### src/rtl/hazard_ctrl_mc.sv
// Hazard and forwarding controller for the 5-stage pipeline with a multi-cycle
// execute hold, jump/branch decode flush and a saturating stall-cycle counter.
module hazard_ctrl_mc #(
    parameter int unsigned AWL    = 5,
    parameter int unsigned MC_LAT = 4,
    parameter int unsigned SCW    = 16
) (
    input  logic           CLK,
    input  logic           RST,
    input  logic [AWL-1:0] rsD,
    input  logic [AWL-1:0] rtD,
    input  logic [AWL-1:0] rsE,
    input  logic [AWL-1:0] rtE,
    input  logic [AWL-1:0] RFAE,
    input  logic [AWL-1:0] RFAM,
    input  logic [AWL-1:0] RFAW,
    input  logic           RFWEE,
    input  logic           RFWEM,
    input  logic           RFWEW,
    input  logic           MtoRFSelE,
    input  logic           MtoRFSelM,
    input  logic           BranchD,
    input  logic           PCSrcD,
    input  logic           JumpD,
    input  logic           MCE,
    output logic           StallF,
    output logic           StallD,
    output logic           FlushD,
    output logic           FlushE,
    output logic           FlushM,
    output logic           HoldE,
    output logic           ForwardAD,
    output logic           ForwardBD,
    output logic [1:0]     ForwardAE,
    output logic [1:0]     ForwardBE,
    output logic           McBusy,
    output logic [SCW-1:0] StallCnt
);

    localparam int unsigned CW = $clog2(MC_LAT + 1);
    localparam logic [CW-1:0] LAST = CW'(MC_LAT - 1);

    typedef enum logic {IDLE, BUSY} state_t;

    state_t        state_q, state_d;
    logic [CW-1:0] cnt_q, cnt_d;
    logic          lwstall, brstall, hold;

    // Address match that never fires on register 0.
    function automatic logic hit(input logic [AWL-1:0] a, input logic [AWL-1:0] b);
        return (a != '0) && (a == b);
    endfunction

    // Multi-cycle counter, state and stall-cycle counter registers.
    always_ff @(posedge CLK) begin
        if (RST) begin
            state_q  <= IDLE;
            cnt_q    <= '0;
            StallCnt <= '0;
        end else begin
            state_q <= state_d;
            cnt_q   <= cnt_d;
            if (StallF && (StallCnt != '1)) begin
                StallCnt <= StallCnt + SCW'(1);
            end
        end
    end

    // Next-state and all combinational hazard/forward outputs.
    always_comb begin
        state_d   = IDLE;
        cnt_d     = '0;
        StallF    = 1'b0;
        StallD    = 1'b0;
        FlushD    = 1'b0;
        FlushE    = 1'b0;
        FlushM    = 1'b0;
        HoldE     = 1'b0;
        ForwardAD = 1'b0;
        ForwardBD = 1'b0;
        ForwardAE = 2'b00;
        ForwardBE = 2'b00;
        McBusy    = (state_q == BUSY);

        lwstall = MtoRFSelE && RFWEE && (hit(RFAE, rsD) || hit(RFAE, rtD));
        brstall = BranchD && ((RFWEE && (hit(RFAE, rsD) || hit(RFAE, rtD))) ||
                              (MtoRFSelM && (hit(RFAM, rsD) || hit(RFAM, rtD))));
        hold    = MCE && (cnt_q != LAST);

        unique case (state_q)
            IDLE: begin
                if (hold) begin
                    state_d = BUSY;
                    cnt_d   = CW'(1);
                end
            end
            BUSY: begin
                if (hold) begin
                    state_d = BUSY;
                    cnt_d   = cnt_q + CW'(1);
                end
            end
        endcase

        // Reset forces every control output inactive.
        if (!RST) begin
            HoldE  = hold;
            StallF = lwstall || brstall || hold;
            StallD = StallF;
            FlushE = (lwstall || brstall) && !hold;
            FlushM = hold;
            FlushD = (PCSrcD || JumpD) && !StallD;

            ForwardAD = RFWEM && hit(rsD, RFAM);
            ForwardBD = RFWEM && hit(rtD, RFAM);
            if (RFWEM && hit(rsE, RFAM))      ForwardAE = 2'b10;
            else if (RFWEW && hit(rsE, RFAW)) ForwardAE = 2'b01;
            if (RFWEM && hit(rtE, RFAM))      ForwardBE = 2'b10;
            else if (RFWEW && hit(rtE, RFAW)) ForwardBE = 2'b01;
        end
    end

endmodule

### config.mk
export PLATFORM = sky130hd
export DESIGN_NAME = hazard_ctrl_mc
export DESIGN_NICKNAME = d
export VERILOG_FILES = /design/src/rtl/hazard_ctrl_mc.sv
export SDC_FILE = /design/constraint.sdc
export NUM_CORES = 1
export LEC_CHECK = 0
export BUFFER_PORTS_ARGS = -buffer_cell sky130_fd_sc_hd__buf_4
export CAP_MARGIN = 25
export CORE_MARGIN = 3
export CORE_UTILIZATION = 43
export DETAILED_ROUTE_END_ITERATION = 8
export PLACE_DENSITY = 0.77
export SYNTH_ARGS = -nofsm -noshare
export SYNTH_HDL_FRONTEND = slang
export SYNTH_SLANG_ARGS = --single-unit
### constraint.sdc
create_clock -name CLK -period 1.98 [get_ports CLK]
set_clock_uncertainty 0.05 [all_clocks]
set_input_delay 0.198 -clock CLK [delete_from_list [all_inputs] [get_ports CLK]]
set_output_delay 0.198 -clock CLK [all_outputs]
set_load 0.05 [all_outputs]
Yosys cells after proc, flatten, opt, wreduce, memory -nomap -nowiden --
Cells that the tools add are included.
Operators by class: add/subtract/negate cells 2, equality and inequality tests 12, muxes and demuxes 16, bitwise logic cells 1, reduce and logical (&&, ||, !) cells 39
Operators by type and width (count):
- equality test 5 bit | 10
- nonzero test 5 bit | 6
- logical AND 1 bit | 25
- adder 16 x 1 -> 16 bit, second input constant | 1
- != test 16 bit, second input constant | 1
- 2-to-1 mux 1 bit | 10
- 2-to-1 mux 2 bit | 4
- logical OR 1 bit | 6
- one-hot mux 3 bit (2 select lines) | 1
- adder 3 x 1 -> 3 bit, second input constant | 1
- 2-to-1 mux 3 bit | 1
- != test 3 x 2 -> 1 bit, second input constant | 1
- zero test 1 bit | 2
- inverter 1 bit | 1
Word-level totals: bits in registers 20, output and inout bits 29

Logic depth before layout (Yosys ltp) --
Gate-level depths: netlist of the first run.
word-level depth 11, depth in mapped cells 10, mapped depth without buffers 7

Worst setup path after synthesis of the first run --
OpenSTA, ideal clock, no wires.
path kind input to output, start input port RFAM[2], end output port FlushD, data arrival time 2.864 ns, required time 1.732 ns, path slack -1.132 ns, cell stages on the path 6, buffers on the path 1, path through buf_2 -> or4_1 -> o211ai_2 -> a21oi_2 -> nor2_1 -> nor4b_1
Between the ends: longest elaborated chain between the ends 11, elaborated cells on any way between the ends 14, those cells by class eq/ne (2); mux (1); reduce/logical (11)
Ends and longest elaborated chain:
- from (decl) | RTL line 15 | input logic [AWL-1:0] RFAM,
- equality test 5 bit / nonzero test 5 bit (equally long branches) | RTL line 51 | return (a != '0) && (a == b);
- logical AND 1 bit | RTL line 51
- logical OR 1 bit * | RTL line 87 | (MtoRFSelM && (hit(RFAM, rsD) || hit(RFAM, rtD))));
- logical AND 1 bit * | RTL line 87
- logical OR 1 bit * | RTL line 86 | brstall = BranchD && ((RFWEE && (hit(RFAE, rsD) || hit(RFAE, rtD))) ||
- logical AND 1 bit * | RTL line 86
- logical OR 1 bit * (2 in series) | RTL line 108 | StallF = lwstall || brstall || hold;
- zero test 1 bit * | RTL line 112 | FlushD = (PCSrcD || JumpD) && !StallD;
- logical AND 1 bit * | RTL line 112
- 2-to-1 mux 1 bit * | RTL line 106 | if (!RST) begin
- to (decl) | RTL line 28 | output logic FlushD,
Mark *: on every way between the ends. The rest lies on a longest branch, timed or not.

Worst setup path after layout of the first run --
start register StallCnt[0], end register StallCnt[15]
Between the ends: longest elaborated chain between the ends 2, elaborated cells on any way between the ends 3, those cells by class add/sub (1); eq/ne (1); reduce/logical (1)
Ends and longest elaborated chain:
- from (decl) | RTL line 37 | output logic [SCW-1:0] StallCnt
- from (signal assigned) | RTL line 64 | StallCnt <= StallCnt + SCW'(1);
- branches (longest 2 deep; another with adder 16 x 1 -> 16 bit)
Parallel ways; which one is timed is not known. A chain may end at the register's enable or synchronous reset.

==> impl_metrics.csv, run 1 <==
group,metric,value,unit
run_status,violations,"setup timing",
cts,cts_tree,"built",
synth,seq_area_frac_synth,0.2390,
sta,rsz0062_at_grt,"yes",
critical_path,path_class,"register to register",
power,p_leak,1.063,nW
synth,synth_top_family_by_area,"simple AND/OR/NAND/NOR gates",
global_route,grt_pass1_vias,1848,
detailed_routing,ant_nets,0,
power,vdd_drop_max,287.8,uV
detailed_routing,routed_wl,4930,um
power,clkPwrFrac,0.351,
min_path,hold_end,"McBusy$_SDFF_PP0_",
synth,yosysTopAreaCell,"dfxtp_1",
synth,synth_edf_count,0,
detailed_routing,dr.pass1.iters,4,
sta,drv_slew,0,
sta,setup_violations,1,
detailed_routing,drc,0,
sta,finalCritPeriodShare,1.027,
power,cellInternalPower,0.8544,mW
sta,max_freq,491.9,MHz
cts,cts.path.max_buffers,2,
global_route,antenna_found_initial,0,
synth,synth_area_leaders,"dfxtp_1 (24%), xnor2_1 (13%), xor2_1 (8.4%), or4_1 (7.6%), o31ai_1 (4.5%)",
critical_path,arrival,2180,ps
synth,syn_nets,254,
synth,synth_flop_cell,"dfxtp_1",
power,finalPower,1.197,mW
layout,n_antenna_cell,0,
cts,hold_buffers,0,
power,swShare,0.2865,
synth,syn_avg_cell_area,8.172,um2
sta,setup_tns,-53.08,ps
critical_path,r2r_end,"StallCnt[15]$_SDFFE_PP0P_",
layout,stdcell_area,2710,um2
critical_path,cp-end-kind,"register",
sta,finalHoldViolCount,0,
critical_path,critPathLaunch,"StallCnt[0]$_SDFFE_PP0P_",
place,place_area,2519,um2
min_path,hold_start,"MCE",
floorplanning,start_util,0.4508,
synth,synth_cells,205,
place,post-place-ws,-81.46,ps
place,port-buffer-count,74,
layout,area.growth.synth_to_final,61.76,%
sta,slew_headroom,0.7349,
critical_path,r2r-start,"StallCnt[0]$_SDFFE_PP0P_",
global_route,grt_max_degree,29,
floorplanning,die_y,68.42,um
synth,syn_area,1675,um2
global_route,gr-total-overflow,0,
floorplanning,num_rows,22,
floorplanning,die_x,68.42,um
critical_path,rrSetupSlack,-50,ps
synth,async_flop_share,0,
cts,htree_levels,1,
global_route,grt_pass1_wl,7810,um
power,p_switching,0.3431,mW
global_route,track_usage,0.2141,
min_path,min_path_cells,3,
min_path,hold_path_class,"input pin to register",
cts,cts_made_buffers,3,
layout,final_common_cell,"buf_4",
synth,muxShareOfSynthArea,0.006721,
detailed_routing,first_iter_violations,103,
critical_path,crit_fanout,4,
critical_path,required,2130,ps
synth,synth_compound_area_frac,0.1449,
layout,nNetsFinal,352,
critical_path,start_kind,"register",
sta,tightest_slew,394.3,ps
cts,cts.sinks,20,
synth,synth-xor-area-share,0.2091,
layout,layout_common_cells,"buf_4 (104), xnor2_1 (24), xor2_1 (16), dfxtp_2 (14), or4_1 (14)",
run,maxCapViolCount,0,
sta,finalCriticalPeriod,2033,ps
synth,yosys.area_share.simple,0.3092,
power,powerDensity,441.8,nW/um2
floorplanning,dieArea,4681,um2
run_status,outcome,"finished with violations",
critical_path,critPathMaxStageDelay,420,ps
cts,clk_latency,260,ps
power,seq_power_share,0.345,
cts,clk_pin_slew,80,ps
synth,synth.distinct_cells,39,
critical_path,ff2ff_path_depth,6,
floorplanning,core_area,3716,um2
layout,layout-drive-gt1-share,0.5430,
synth,yosys_warnings,0,
critical_path,slowest_stage,"or4_4",
synth,yosysTopAreaCellShare,0.2390,
critical_path,crit_chain,"and3_4 > nand3_4 > a311o_1 > or3_4 > or4_4 > a21oi_2",
detailed_routing,wl_per_cell,14.09,um
detailed_routing,via_count,1890,
place,place.gp.congestion,0.8426,
sta,setup_slack,-53.08,ps
detailed_routing,vias_per_cell,5.400,
synth,ys_ff_latch,20,
sta,hold_ws,231.7,ps
synth,synthAdderAreaFrac,0.02240,
power,p_comb_frac,0.304,
floorplanning,io_pins,75,
cts,ctsRootBufferMaster,"clkbuf_8",
place,dpl.hpwl,3936,um
## worst max path at each step
stage	to	slack, ps	depth (start not counted)
floorplan	FlushD	-200	6
global placement	StallCnt[15]$_SDFFE_PP0P_	-20	9
detailed placement	StallCnt[14]$_SDFFE_PP0P_	-80	9
CTS	FlushD	0.2	7
global route	StallCnt[15]$_SDFFE_PP0P_	-90	6
finish	StallCnt[15]$_SDFFE_PP0P_	-50	6
## flip-flops by register name, summed over array words and instances (netlist names)
register	cells
StallCnt	16
cnt_q	3
McBusy	1
## layer usage
metal / track usage / vias up / routed length (um)
li1: - / 943 / -
met1: 0.2619 / 871 / 2034
met2: 0.3719 / 69 / 2511
met3: 0.02956 / 7 / 317
met4: 0.08685 / 0 / 66
met5: 0 / - / 0
## synth_stat cells, types with 4 or more instances
cell / number
a21oi_1: 14
buf_6: 5
dfxtp_1: 20
nand2_1: 11
nand3_1: 11
nand4_1: 4
nor2_1: 13
nor2b_1: 6
nor3_1: 6
nor4_1: 5
o31ai_1: 10
or4_1: 17
xnor2_1: 24
xor2_1: 16
## critical path: cells and delay by family (launching register included)
family	cells	cell delay, ps
AO/OA/AOI/OAI	2	460
flip-flops	1	370
AND/OR/NAND/NOR	4	1070
## per-stage QoR
| step | util | cells |
|---|---|---|
| floorplan | - | 205 |
| global placement | 0.6778 | 341 |
| detailed placement | 0.6778 | 341 |
| CTS | 0.6980 | 345 |
| global route | 0.7293 | 350 |
| finish | 0.7293 | 350 |
## power by group through the flow
stage | Clock [mW] | Sequential, mW | Combinational, mW
2_1_floorplan | 0 | 0.439 | 0.184
3_3_place_gp | 0 | 0.423 | 0.345
3_5_place_dp | 0 | 0.423 | 0.353
4_1_cts | 0.425 | 0.413 | 0.355
5_1_grt | 0.436 | 0.415 | 0.393
6_report | 0.420 | 0.413 | 0.364
## final cells by class
type	instances	area [um2]
Clock buffer	3	41.29
Clock inverter	1	30.03
Fill cell	301	1006
Inverter	3	11.26
Multi-Input combinational cell	168	1315
Sequential cell	20	429.2
Tap cell	48	60.06
Timing Repair Buffer	107	823.3
## kinds of logic after synthesis
logic type | after synthesis
fa+ha+maj | 3
simple gates | 88
mux | 1
buf+inv | 17
flops | 20
compound gates | 36
xor+xnor | 40
## what timing repair did
item / 4_1_cts / 5_1_grt
buffers inserted: 0 / 5
pin swaps: 0 / 12
gates cloned: 0 / 0
setup endpoints to repair: 1 / 18
gates resized for setup: 1 / 19
Power figures use the tool's default switching activity.
==> run 2: changes to the inputs <==
==> config.mk (replaced) <==
export PLATFORM = sky130hd
export DESIGN_NAME = hazard_ctrl_mc
export DESIGN_NICKNAME = d
export VERILOG_FILES = /design/src/rtl/hazard_ctrl_mc.sv
export SDC_FILE = /design/constraint.sdc
export NUM_CORES = 1
export LEC_CHECK = 0
export BUFFER_PORTS_ARGS = -buffer_cell sky130_fd_sc_hd__clkbuf_2
export CAP_MARGIN = 25
export CORE_MARGIN = 3
export CORE_UTILIZATION = 33
export DETAILED_ROUTE_END_ITERATION = 8
export SYNTH_ARGS = -nofsm -noshare
export SYNTH_HDL_FRONTEND = slang
export SYNTH_SLANG_ARGS = --single-unit
==> run 2 against run 1 <==
Effect of this change:
- the flow still finishes with violations (setup timing)
- non-clock buffer count increased by 2
- first-iteration DRC count decreased by 7.8%
- sequential cell count unchanged
- global-route usage decreased by 5.6 points
- power decreased by 3.3%
- count of clock-buffer cells in the layout unchanged
- register-to-register slack improved by 50 ps
- largest cell class unchanged
- largest power group is now registers
==> impl_metrics.csv, run 2 (synthesis results as in run 1) <==
group,metric,value,unit
run_status,outcome,"finished with violations",
run_status,violations,"setup timing",
sta,finalCriticalPeriod,1981,ps
detailed_routing,first_iter_violations,95,
layout,final_util,0.5361,
floorplanning,num_rows,25,
critical_path,r2r-start,"StallCnt[1]$_SDFFE_PP0P_",
layout,n_antenna_cell,0,
layout,nFillCells,475,
global_route,grt_max_degree,13,
detailed_routing,via_count,1854,
critical_path,crit_chain,"and3_1 > nand3_2 > a311o_1 > or3_4 > or4_1 > a21oi_1",
sta,rsz0062_at_grt,"yes",
min_path,min_path_cells,3,
critical_path,rrSetupSlack,-0.7,ps
layout,stdcell_area,2582,um2
place,place.gp.congestion,0.8810,
critical_path,required,2120,ps
place,port-buffer-count,74,
floorplanning,die_y,77.25,um
cts,htree_levels,1,
detailed_routing,ant_nets,0,
floorplanning,core_area,4817,um2
sta,slew_headroom,0.7447,
detailed_routing,drc,0,
critical_path,cp-end-kind,"register",
cts,cts_tree,"built",
floorplanning,dieArea,5968,um2
cts,clk_latency,260,ps
place,place_area,2382,um2
critical_path,crit_buf_inv,0,
run,maxCapViolCount,0,
critical_path,ff2ff_path_depth,6,
sta,max_freq,504.9,MHz
cts,ctsRootBufferMaster,"clkbuf_8",
layout,multiInputGateArea,1323,um2
power,p_leak,1.046,nW
critical_path,crit_family,"simple AND/OR/NAND/NOR gates",
cts,cts.path.max_buffers,2,
global_route,grt_pass1_vias,1822,
global_route,grt_pass1_wl,7997,um
detailed_routing,routed_wl,4666,um
global_route,track_usage,0.1580,
sta,finalCritPeriodShare,1.000,
power,powerDensity,448.6,nW/um2
cts,cts_made_buffers,3,
critical_path,worst-path-stages,6,
sta,setup_slack,-0.7105,ps
detailed_routing,vias_per_cell,4.997,
critical_path,arrival,2120,ps
global_route,gr-total-overflow,0,
critical_path,start_kind,"register",
cts,clk_pin_slew,80,ps
place,dpl.hpwl,3895,um
floorplanning,io_pins,75,
layout,seqCellArea,430.4,um2
sta,drv_slew,0,
critical_path,crit_fanout,5,
critical_path,critPathMaxStageDelay,400,ps
layout,final_common_cell,"clkbuf_2",
place,post-place-ws,-91.99,ps
critical_path,r2r_end,"StallCnt[15]$_SDFFE_PP0P_",
cts,cts.sinks,20,
sta,tightest_slew,379.7,ps
sta,hold_ws,228.8,ps
floorplanning,die_x,77.25,um
floorplanning,start_util,0.3478,
detailed_routing,dr.pass1.iters,4,
global_route,antenna_found_initial,0,
min_path,hold_path_class,"input pin to register",
layout,layout_common_cells,"clkbuf_2 (69), buf_4 (36), xnor2_1 (24), xor2_1 (16), dfxtp_2 (15)",
critical_path,slowest_stage,"or4_1",
layout,area.growth.synth_to_final,54.15,%
power,vdd_drop_max,189.6,uV
layout,nNetsFinal,354,
layout,top_register,"StallCnt",
critical_path,critPathLaunch,"StallCnt[1]$_SDFFE_PP0P_",
layout,layout-drive-gt1-share,0.5428,
critical_path,crit_end,"StallCnt[15]$_SDFFE_PP0P_",
sta,setup_violations,1,
sta,finalHoldViolCount,0,
critical_path,path_class,"register to register",
layout,largest_reg_flops,16,
detailed_routing,wl_per_cell,12.58,um
==> run 2: changes by cell type in the layout (fill, tap and decap cells not counted), sizes merged <==
cell / previous run / this run
clkbuf: 3 / 73
buf: 107 / 39
==> run 2: worst min-delay path: cells and delay by family <==
kind	cells	cell delay [ps]
and+or+nand+nor	2	220
buffers and inverters	1	90
==> run 2: worst min-delay path by stage <==
| stage | slack (ps) | from | endpoint |
|---|---|---|---|
| global route | 260 | MCE | cnt_q[0]$_SDFF_PP0_ |
| detailed placement | 390 | cnt_q[0]$_SDFF_PP0_ | cnt_q[0]$_SDFF_PP0_ |
| finish | 230 | MCE | McBusy$_SDFF_PP0_ |
| floorplan | 370 | MCE | McBusy$_SDFF_PP0_ |
| CTS | 230 | MCE | McBusy$_SDFF_PP0_ |
| global placement | 390 | cnt_q[0]$_SDFF_PP0_ | cnt_q[0]$_SDFF_PP0_ |
==> run 2: routing by layer <==
layer,global-route usage,wire [um],vias to the layer above
met4,0.03737,36,0
met1,0.2075,2142,850
met5,0,0,-
li1,-,-,945
met3,0.02113,222,5
met2,0.2720,2265,54
==> run 2: cell type report <==
cell class,instances,area share
repair buffers,109,0.2568
clock inverters,1,0.01163
inverters,3,0.004360
flip-flops and latches,20,0.1667
well taps,67,0.03246
clock buffers,3,0.01599
multi-input cells,168,0.5121
==> run 2: repair_timing <==
item / 4_1_cts / 5_1_grt
setup buffers: 1 / 1
setup endpoints to repair: 7 / 21
pin swaps: 2 / 14
hold buffers: 0 / 0
resized for setup: 11 / 23
==> run 2: where the power goes <==
part | internal (mW) | leakage [nW] | switching (mW)
Sequential | 0.407 | 0.172 | 0.00735
Combinational | 0.151 | 0.839 | 0.184
Clock | 0.270 | 0.0357 | 0.140
==> run 2: metrics by stage <==
stage	instances	total power, mW	TNS, ps
floorplan	205	0.6232	-752.8
global placement	365	0.7411	-488.3
detailed placement	365	0.7424	-895.0
CTS	370	1.160	0
global route	371	1.223	-385.6
finish	371	1.158	-0.7105
